--- config.mk ---
export PLATFORM = sky130hd
export DESIGN_NAME = mem_port_sequencer_flat
export DESIGN_NICKNAME = d
export VERILOG_FILES = /design/src/rtl/mem_port_sequencer_if.sv /design/src/rtl/mem_port_sequencer.sv /design/src/flat_wrapper.sv
export SDC_FILE = /design/constraint.sdc
export NUM_CORES = 1
export LEC_CHECK = 0
export CORE_AREA = 2 2 95 88
export CTS_CLUSTER_DIAMETER = 200
export DETAILED_ROUTE_END_ITERATION = 10
export DIE_AREA = 0 0 97 90
export DONT_BUFFER_PORTS = 1
export GPL_TIMING_DRIVEN = 1
export PLACE_DENSITY = 0.89
export SLEW_MARGIN = 15
export SYNTH_ARGS = -nofsm -noshare
export SYNTH_HDL_FRONTEND = slang
export SYNTH_SLANG_ARGS = --single-unit
--- constraint.sdc ---
create_clock -name clk -period 3.4 [get_ports clk]
set_clock_uncertainty 0.2 [all_clocks]
set_input_delay 0.85 -clock clk [delete_from_list [all_inputs] [get_ports clk]]
set_output_delay 0.85 -clock clk [all_outputs]
set_load 0.01 [all_outputs]
--- src/rtl/mem_port_sequencer_if.sv ---
// Bundle of the two requester ports (instruction fetch and load/store data)
// and the byte-wide memory array port seen by mem_port_sequencer.
//   slave  : the sequencer side (takes requests, drives the memory port)
//   master : the environment side (processor datapath plus memory array)
// Requester signals: if_req/if_addr/if_rdata/if_done and
// d_req/d_we/d_addr/d_wdata/d_rdata/d_done.
// Memory signals: mem_addr/mem_we/mem_wdata out, mem_rdata in; busy out.
interface mem_port_sequencer_if #(
  parameter int ADDR_W = 5
);
  logic              if_req;
  logic [ADDR_W-1:0] if_addr;
  logic [31:0]       if_rdata;
  logic              if_done;

  logic              d_req;
  logic              d_we;
  logic [ADDR_W-1:0] d_addr;
  logic [31:0]       d_wdata;
  logic [31:0]       d_rdata;
  logic              d_done;

  logic [ADDR_W-1:0] mem_addr;
  logic              mem_we;
  logic [7:0]        mem_wdata;
  logic [7:0]        mem_rdata;

  logic              busy;

  modport slave (
    input  if_req, if_addr, d_req, d_we, d_addr, d_wdata, mem_rdata,
    output if_rdata, if_done, d_rdata, d_done, mem_addr, mem_we, mem_wdata, busy
  );

  modport master (
    output if_req, if_addr, d_req, d_we, d_addr, d_wdata, mem_rdata,
    input  if_rdata, if_done, d_rdata, d_done, mem_addr, mem_we, mem_wdata, busy
  );
endinterface

--- src/rtl/mem_port_sequencer.sv ---
// Shares one byte-wide memory port between the instruction-fetch requester
// and the load/store data requester. Each word access is four big-endian
// byte beats (base address carries bits [31:24]); a transaction takes
// IDLE -> BEAT0..BEAT3 -> DONE, so done arrives 5 cycles after the request
// is first seen in IDLE. Contention is resolved by alternating ownership.
// Ports:
//   clk    system clock, all state changes on posedge
//   reset  synchronous active-high reset
//   bus    mem_port_sequencer_if.slave (requesters, memory port, busy)
//
// state | meaning
// IDLE  | port free; sample requests and grant one
// BEAT0 | byte at base+0 (bits 31:24)
// BEAT1 | byte at base+1 (bits 23:16)
// BEAT2 | byte at base+2 (bits 15:8)
// BEAT3 | byte at base+3 (bits 7:0); read word completes at the edge ending it
// DONE  | owner's done pulse; ownership history updated
module mem_port_sequencer #(
  parameter int ADDR_W = 5
) (
  input  logic                clk,
  input  logic                reset,
  mem_port_sequencer_if.slave bus
);

  typedef enum logic [2:0] {IDLE, BEAT0, BEAT1, BEAT2, BEAT3, DONE} state_t;

  state_t            state;
  logic              last_d;     // 1: data port owned the previous transaction
  logic              owner_d;
  logic              we_q;
  logic              grant_d;
  logic              grant_we;
  logic [23:0]       wdata_sh;   // remaining write bytes, next one on top
  logic [23:0]       rd_sh;      // read bytes collected so far
  logic [ADDR_W-1:0] mem_addr_q;
  logic              mem_we_q;
  logic [7:0]        mem_wdata_q;
  logic [31:0]       if_rdata_q;
  logic [31:0]       d_rdata_q;
  logic              if_done_q;
  logic              d_done_q;
  logic              busy_q;

  // Data wins when it is the only requester, or on contention when the
  // fetch side had the previous turn.
  assign grant_d  = bus.d_req & (~bus.if_req | ~last_d);
  assign grant_we = grant_d & bus.d_we;

  always_ff @(posedge clk) begin
    if (reset) begin
      state       <= IDLE;
      last_d      <= 1'b1;
      owner_d     <= 1'b0;
      we_q        <= 1'b0;
      wdata_sh    <= '0;
      rd_sh       <= '0;
      mem_addr_q  <= '0;
      mem_we_q    <= 1'b0;
      mem_wdata_q <= '0;
      if_rdata_q  <= '0;
      d_rdata_q   <= '0;
      if_done_q   <= 1'b0;
      d_done_q    <= 1'b0;
      busy_q      <= 1'b0;
    end else begin
      if_done_q <= 1'b0;
      d_done_q  <= 1'b0;
      case (state)
        IDLE: begin
          if (bus.if_req || bus.d_req) begin
            state       <= BEAT0;
            busy_q      <= 1'b1;
            owner_d     <= grant_d;
            we_q        <= grant_we;
            mem_addr_q  <= grant_d ? bus.d_addr : bus.if_addr;
            mem_we_q    <= grant_we;
            mem_wdata_q <= grant_we ? bus.d_wdata[31:24] : 8'h00;
            wdata_sh    <= grant_we ? bus.d_wdata[23:0] : 24'h0;
          end
        end
        BEAT0, BEAT1, BEAT2: begin
          case (state)
            BEAT0:   state <= BEAT1;
            BEAT1:   state <= BEAT2;
            default: state <= BEAT3;
          endcase
          // Address increments modulo 2^ADDR_W; wrap is intentional.
          mem_addr_q  <= mem_addr_q + ADDR_W'(1);
          mem_wdata_q <= wdata_sh[23:16];
          wdata_sh    <= {wdata_sh[15:0], 8'h00};
          rd_sh       <= {rd_sh[15:0], bus.mem_rdata};
        end
        BEAT3: begin
          state       <= DONE;
          mem_addr_q  <= '0;
          mem_we_q    <= 1'b0;
          mem_wdata_q <= '0;
          if (owner_d) begin
            d_done_q <= 1'b1;
            if (!we_q) d_rdata_q <= {rd_sh, bus.mem_rdata};
          end else begin
            if_done_q  <= 1'b1;
            if_rdata_q <= {rd_sh, bus.mem_rdata};
          end
        end
        DONE: begin
          state  <= IDLE;
          busy_q <= 1'b0;
          last_d <= owner_d;
        end
        default: state <= IDLE;
      endcase
    end
  end

  assign bus.mem_addr  = mem_addr_q;
  assign bus.mem_wdata = mem_wdata_q;
  // A beat whose closing edge is a reset edge is abandoned, so its byte
  // must not reach the array.
  assign bus.mem_we    = mem_we_q & ~reset;
  assign bus.if_rdata  = if_rdata_q;
  assign bus.d_rdata   = d_rdata_q;
  assign bus.if_done   = if_done_q;
  assign bus.d_done    = d_done_q;
  assign bus.busy      = busy_q;

endmodule
--- src/flat_wrapper.sv ---
// flat-port wrapper written by rule: the top's interface ports become plain ports
module mem_port_sequencer_flat 
#(
  parameter int ADDR_W = 5
)
  (clk, reset, bus_if_req, bus_if_addr, bus_d_req, bus_d_we, bus_d_addr, bus_d_wdata, bus_mem_rdata, bus_if_rdata, bus_if_done, bus_d_rdata, bus_d_done, bus_mem_addr, bus_mem_we, bus_mem_wdata, bus_busy);
  mem_port_sequencer_if #(.ADDR_W(ADDR_W)) bus_i ();
  input  logic clk;
  input  logic reset;
  input wire logic [$bits(bus_i.if_req)-1:0] bus_if_req;
  input wire logic [$bits(bus_i.if_addr)-1:0] bus_if_addr;
  input wire logic [$bits(bus_i.d_req)-1:0] bus_d_req;
  input wire logic [$bits(bus_i.d_we)-1:0] bus_d_we;
  input wire logic [$bits(bus_i.d_addr)-1:0] bus_d_addr;
  input wire logic [$bits(bus_i.d_wdata)-1:0] bus_d_wdata;
  input wire logic [$bits(bus_i.mem_rdata)-1:0] bus_mem_rdata;
  output wire logic [$bits(bus_i.if_rdata)-1:0] bus_if_rdata;
  output wire logic [$bits(bus_i.if_done)-1:0] bus_if_done;
  output wire logic [$bits(bus_i.d_rdata)-1:0] bus_d_rdata;
  output wire logic [$bits(bus_i.d_done)-1:0] bus_d_done;
  output wire logic [$bits(bus_i.mem_addr)-1:0] bus_mem_addr;
  output wire logic [$bits(bus_i.mem_we)-1:0] bus_mem_we;
  output wire logic [$bits(bus_i.mem_wdata)-1:0] bus_mem_wdata;
  output wire logic [$bits(bus_i.busy)-1:0] bus_busy;
  assign bus_i.if_req = bus_if_req;
  assign bus_i.if_addr = bus_if_addr;
  assign bus_i.d_req = bus_d_req;
  assign bus_i.d_we = bus_d_we;
  assign bus_i.d_addr = bus_d_addr;
  assign bus_i.d_wdata = bus_d_wdata;
  assign bus_i.mem_rdata = bus_mem_rdata;
  assign bus_if_rdata = bus_i.if_rdata;
  assign bus_if_done = bus_i.if_done;
  assign bus_d_rdata = bus_i.d_rdata;
  assign bus_d_done = bus_i.d_done;
  assign bus_mem_addr = bus_i.mem_addr;
  assign bus_mem_we = bus_i.mem_we;
  assign bus_mem_wdata = bus_i.mem_wdata;
  assign bus_busy = bus_i.busy;
  mem_port_sequencer #(.ADDR_W(ADDR_W)) u_core (.clk(clk), .reset(reset), .bus(bus_i));
endmodule
==> results_dict.tcl <==
set metrics [dict create \
    rsz0062_at_grt "false" \
    start_kind "register" \
    tightest_slew_ps 1100 \
    place_hpwl_um 8050 \
    track_usage_pct 28.8 \
    p_int_mw 2.90 \
    ir_worst_vdd_mv 0.460 \
    yosys.cell_count.top_type "nand2_1" \
    grt_pass1_vias 4181 \
    ys_ff_latch 135 \
    synth_area_leaders "dfxtp_1 53%, nand2_1 13%, a21oi_1 11%" \
    clkPwrFrac_pct 46.5 \
    min_period_ps 2580 \
    grt_start_max_net_pins 133 \
    nets 652 \
    wirelength_um 12600 \
    drt_iter0_drc 311 \
    synth-edff-count 0 \
    setup_violations 0 \
    insertion_delay_ps 510 \
    drv_cap 0 \
    cts.sinks 135 \
    slew_viol_final 0 \
    antenna_found_initial 0 \
    status "complete, no violations" \
    final_cells 707 \
    cp-end-kind "register" \
    clock-root-buffer "clkbuf_8" \
    htree_levels 4 \
    yosys-top-cells-count "182 x nand2_1, 135 x dfxtp_1, 111 x a21oi_1" \
    detail-route-antenna-nets 0 \
    die_area_mm2 0.00873 \
    use_met3_pct 8.63 \
    grt-ovfl-total 0 \
    postCtsSetupRepairBufs 0 \
    numCtsBuffers 17 \
    fp.dieH_um 90 \
    hold_buffers 0 \
    netlist_instances 618 \
    pin_count 136 \
    coreArea_mm2 0.00780 \
    worstPathRequired_ps 3590 \
    met1_usage_pct 36.8 \
    ys.flop_type "dfxtp_1" \
    netSwitchingFraction_pct 25.9 \
    p_comb_share_pct 9.0 \
    drt_drc_violations_left 0 \
    synthArstFlopShare_pct 0 \
    ctsResizeCount 0 \
    p_sw_mw 1.02 \
    netlist.top_cell.by_area "dfxtp_1" \
    die_w_um 97 \
    start_util_pct 65.3 \
    place_inst 676 \
    ys_types 46 \
    post-route-period-util_pct 75.8 \
    met2_usage_pct 46.9 \
    syn2layout_area_growth_pct 10.9 \
    clk_pin_slew_ps 60 \
    wl_per_cell_um 17.8 \
    gp_congestion 0.864 \
    fill_cells 580 \
    top_usage_layer "met2" \
    fmax_mhz 388 \
    grt_pass1_wl_um 20500 \
    pwr-share-seq_pct 44.5 \
    power_leakage_nw 1.96 \
    yosysWarnings 0 \
    hp-class "primary input to register" \
    max-clock-path-buffers 2 \
    yosys.area.top_type_share_pct 53.1 \
    final_util_pct 72.4 \
    cts_tree "yes" \
    timing.final.hold_violations 0 \
    avgSynthCellArea_um2 8.24 \
    synth_area_mm2 0.00509 \
    io_buffers 0 \
    finalSetupTns_ps 0 \
    syn_nets 674 \
    synth-seq-area-share_pct 53.1 \
    critPathKind "register to register" \
    num_rows 31 \
    num_antenna_cells 0 \
    max_slew_margin_pct 26.9 \
    crit_fanout 32 \
    p_per_area_mw_per_mm2 694 \
    via_per_inst 6.09 \
    arrival_ps 2770 \
    dr.pass1.iters 5 \
    drive_gt1_share_pct 8.39 \
    vias 4307 \
]
layout by cell type (no fill, tap or decap), types with 2 or more instances in the layout:
cell type  instances
nor2b_1            3
clkinv_2           3
nand4_1            2
inv_1              3
nor2_1            26
mux2i_1            4
clkbuf_16         16
o21ai_0            4
nand2b_1           4
clkinv_4           4
nand2_1          182
inv_6              2
nor3_1            13
nand3_1           16
a221oi_1           2
a311o_1            2
nand3b_1           2
bufinv_16          3
nor2_2             3
nor4b_1            2
a2bb2oi_1          8
a22o_1             8
a22oi_1           16
a21oi_1          111
or2_2              2
dfxtp_1          135
buf_4              7
per-layer routing:
layer	vias up	share of wire, %
met3	19	9.3
met2	206	49
met4	0	1.4
met5	-	0
li1	2048	-
met1	2034	40
layout make-up:
| class | count | area (µm²) | share of cell area (%) |
|---|---|---|---|
| repair buffers | 7 | 52.6 | 0.931 |
| clock inverters | 14 | 176 | 3.12 |
| clock buffers | 17 | 414 | 7.33 |
| inverters | 3 | 11.3 | 0.199 |
| multi-input cells | 432 | 2170 | 38.4 |
| well taps | 99 | 124 | 2.19 |
| flip-flops and latches | 135 | 2700 | 47.9 |
registers in the layout, indices dropped and copies added, names as in the netlist:
| register | flops |
|---|---|
| u_core.bus.if_rdata | 32 |
| u_core.rd_sh | 24 |
| u_core.bus.mem_addr | 5 |
| u_core.mem_we_q | 1 |
| u_core.last_d | 1 |
| u_core.owner_d | 1 |
| u_core.wdata_sh | 24 |
| u_core.bus.busy | 1 |
| u_core.bus.mem_wdata | 8 |
| u_core.bus.if_done | 1 |
| u_core.state | 3 |
| u_core.bus.d_done | 1 |
| u_core.we_q | 1 |
| u_core.bus.d_rdata | 32 |
cell families (layout without fill, tap and decap cells):
family	after synthesis	in the layout	synth area share [%]
AND/OR/NAND/NOR	264	264	21.9
AO/OA/AOI/OAI	162	162	19.1
flip-flops	135	135	53.1
buffers and inverters	51	41	4.77
multiplexers	4	4	0.786
adder cells (fa/ha/maj)	1	1	0.246
XOR/XNOR	1	1	0.172
worst paths after layout:
check                           startpoint  slack (ps)                              endpoint  depth (start not counted)
max           u_core.state[2]$_SDFFE_PP0P_         820    u_core.bus.d_rdata[1]$_SDFFE_PP0P_                          4
max reg2reg   u_core.state[2]$_SDFFE_PP0P_         820    u_core.bus.d_rdata[1]$_SDFFE_PP0P_                          4
min reg2reg  u_core.rd_sh[22]$_SDFFE_PP0P_         260  u_core.bus.if_rdata[30]$_SDFFE_PP0P_                          2
min                                  reset         220  u_core.bus.mem_wdata[3]$_SDFFE_PP0P_                          1
worst max-delay path, stage by stage, from the launching register on:
cell,delay [ps]
dfxtp_1,620
or3b_4,490
or3b_1,820
nand2_1,230
a21oi_1,90
power groups by stage:
stage | Combinational [mW] | Sequential [mW] | Clock, mW
finish | 0.353 | 1.75 | 1.82
detailed placement | 0.345 | 1.78 | 0
CTS | 0.348 | 1.74 | 1.83
global route | 0.388 | 1.75 | 1.91
floorplan | 0.311 | 1.74 | 0
global placement | 0.332 | 1.77 | 0
metrics by stage:
step	power [mW]	setup WS [ps]	cell area [µm²]	hold WS [ps]
floorplan	2.05	1130	5090	243
global placement	2.10	939	5060	252
detailed placement	2.12	839	5060	258
CTS	3.93	845	5650	194
global route	4.05	641	5650	204
finish	3.92	823	5650	223
No activity file was read; power rests on OpenSTA's default activity.
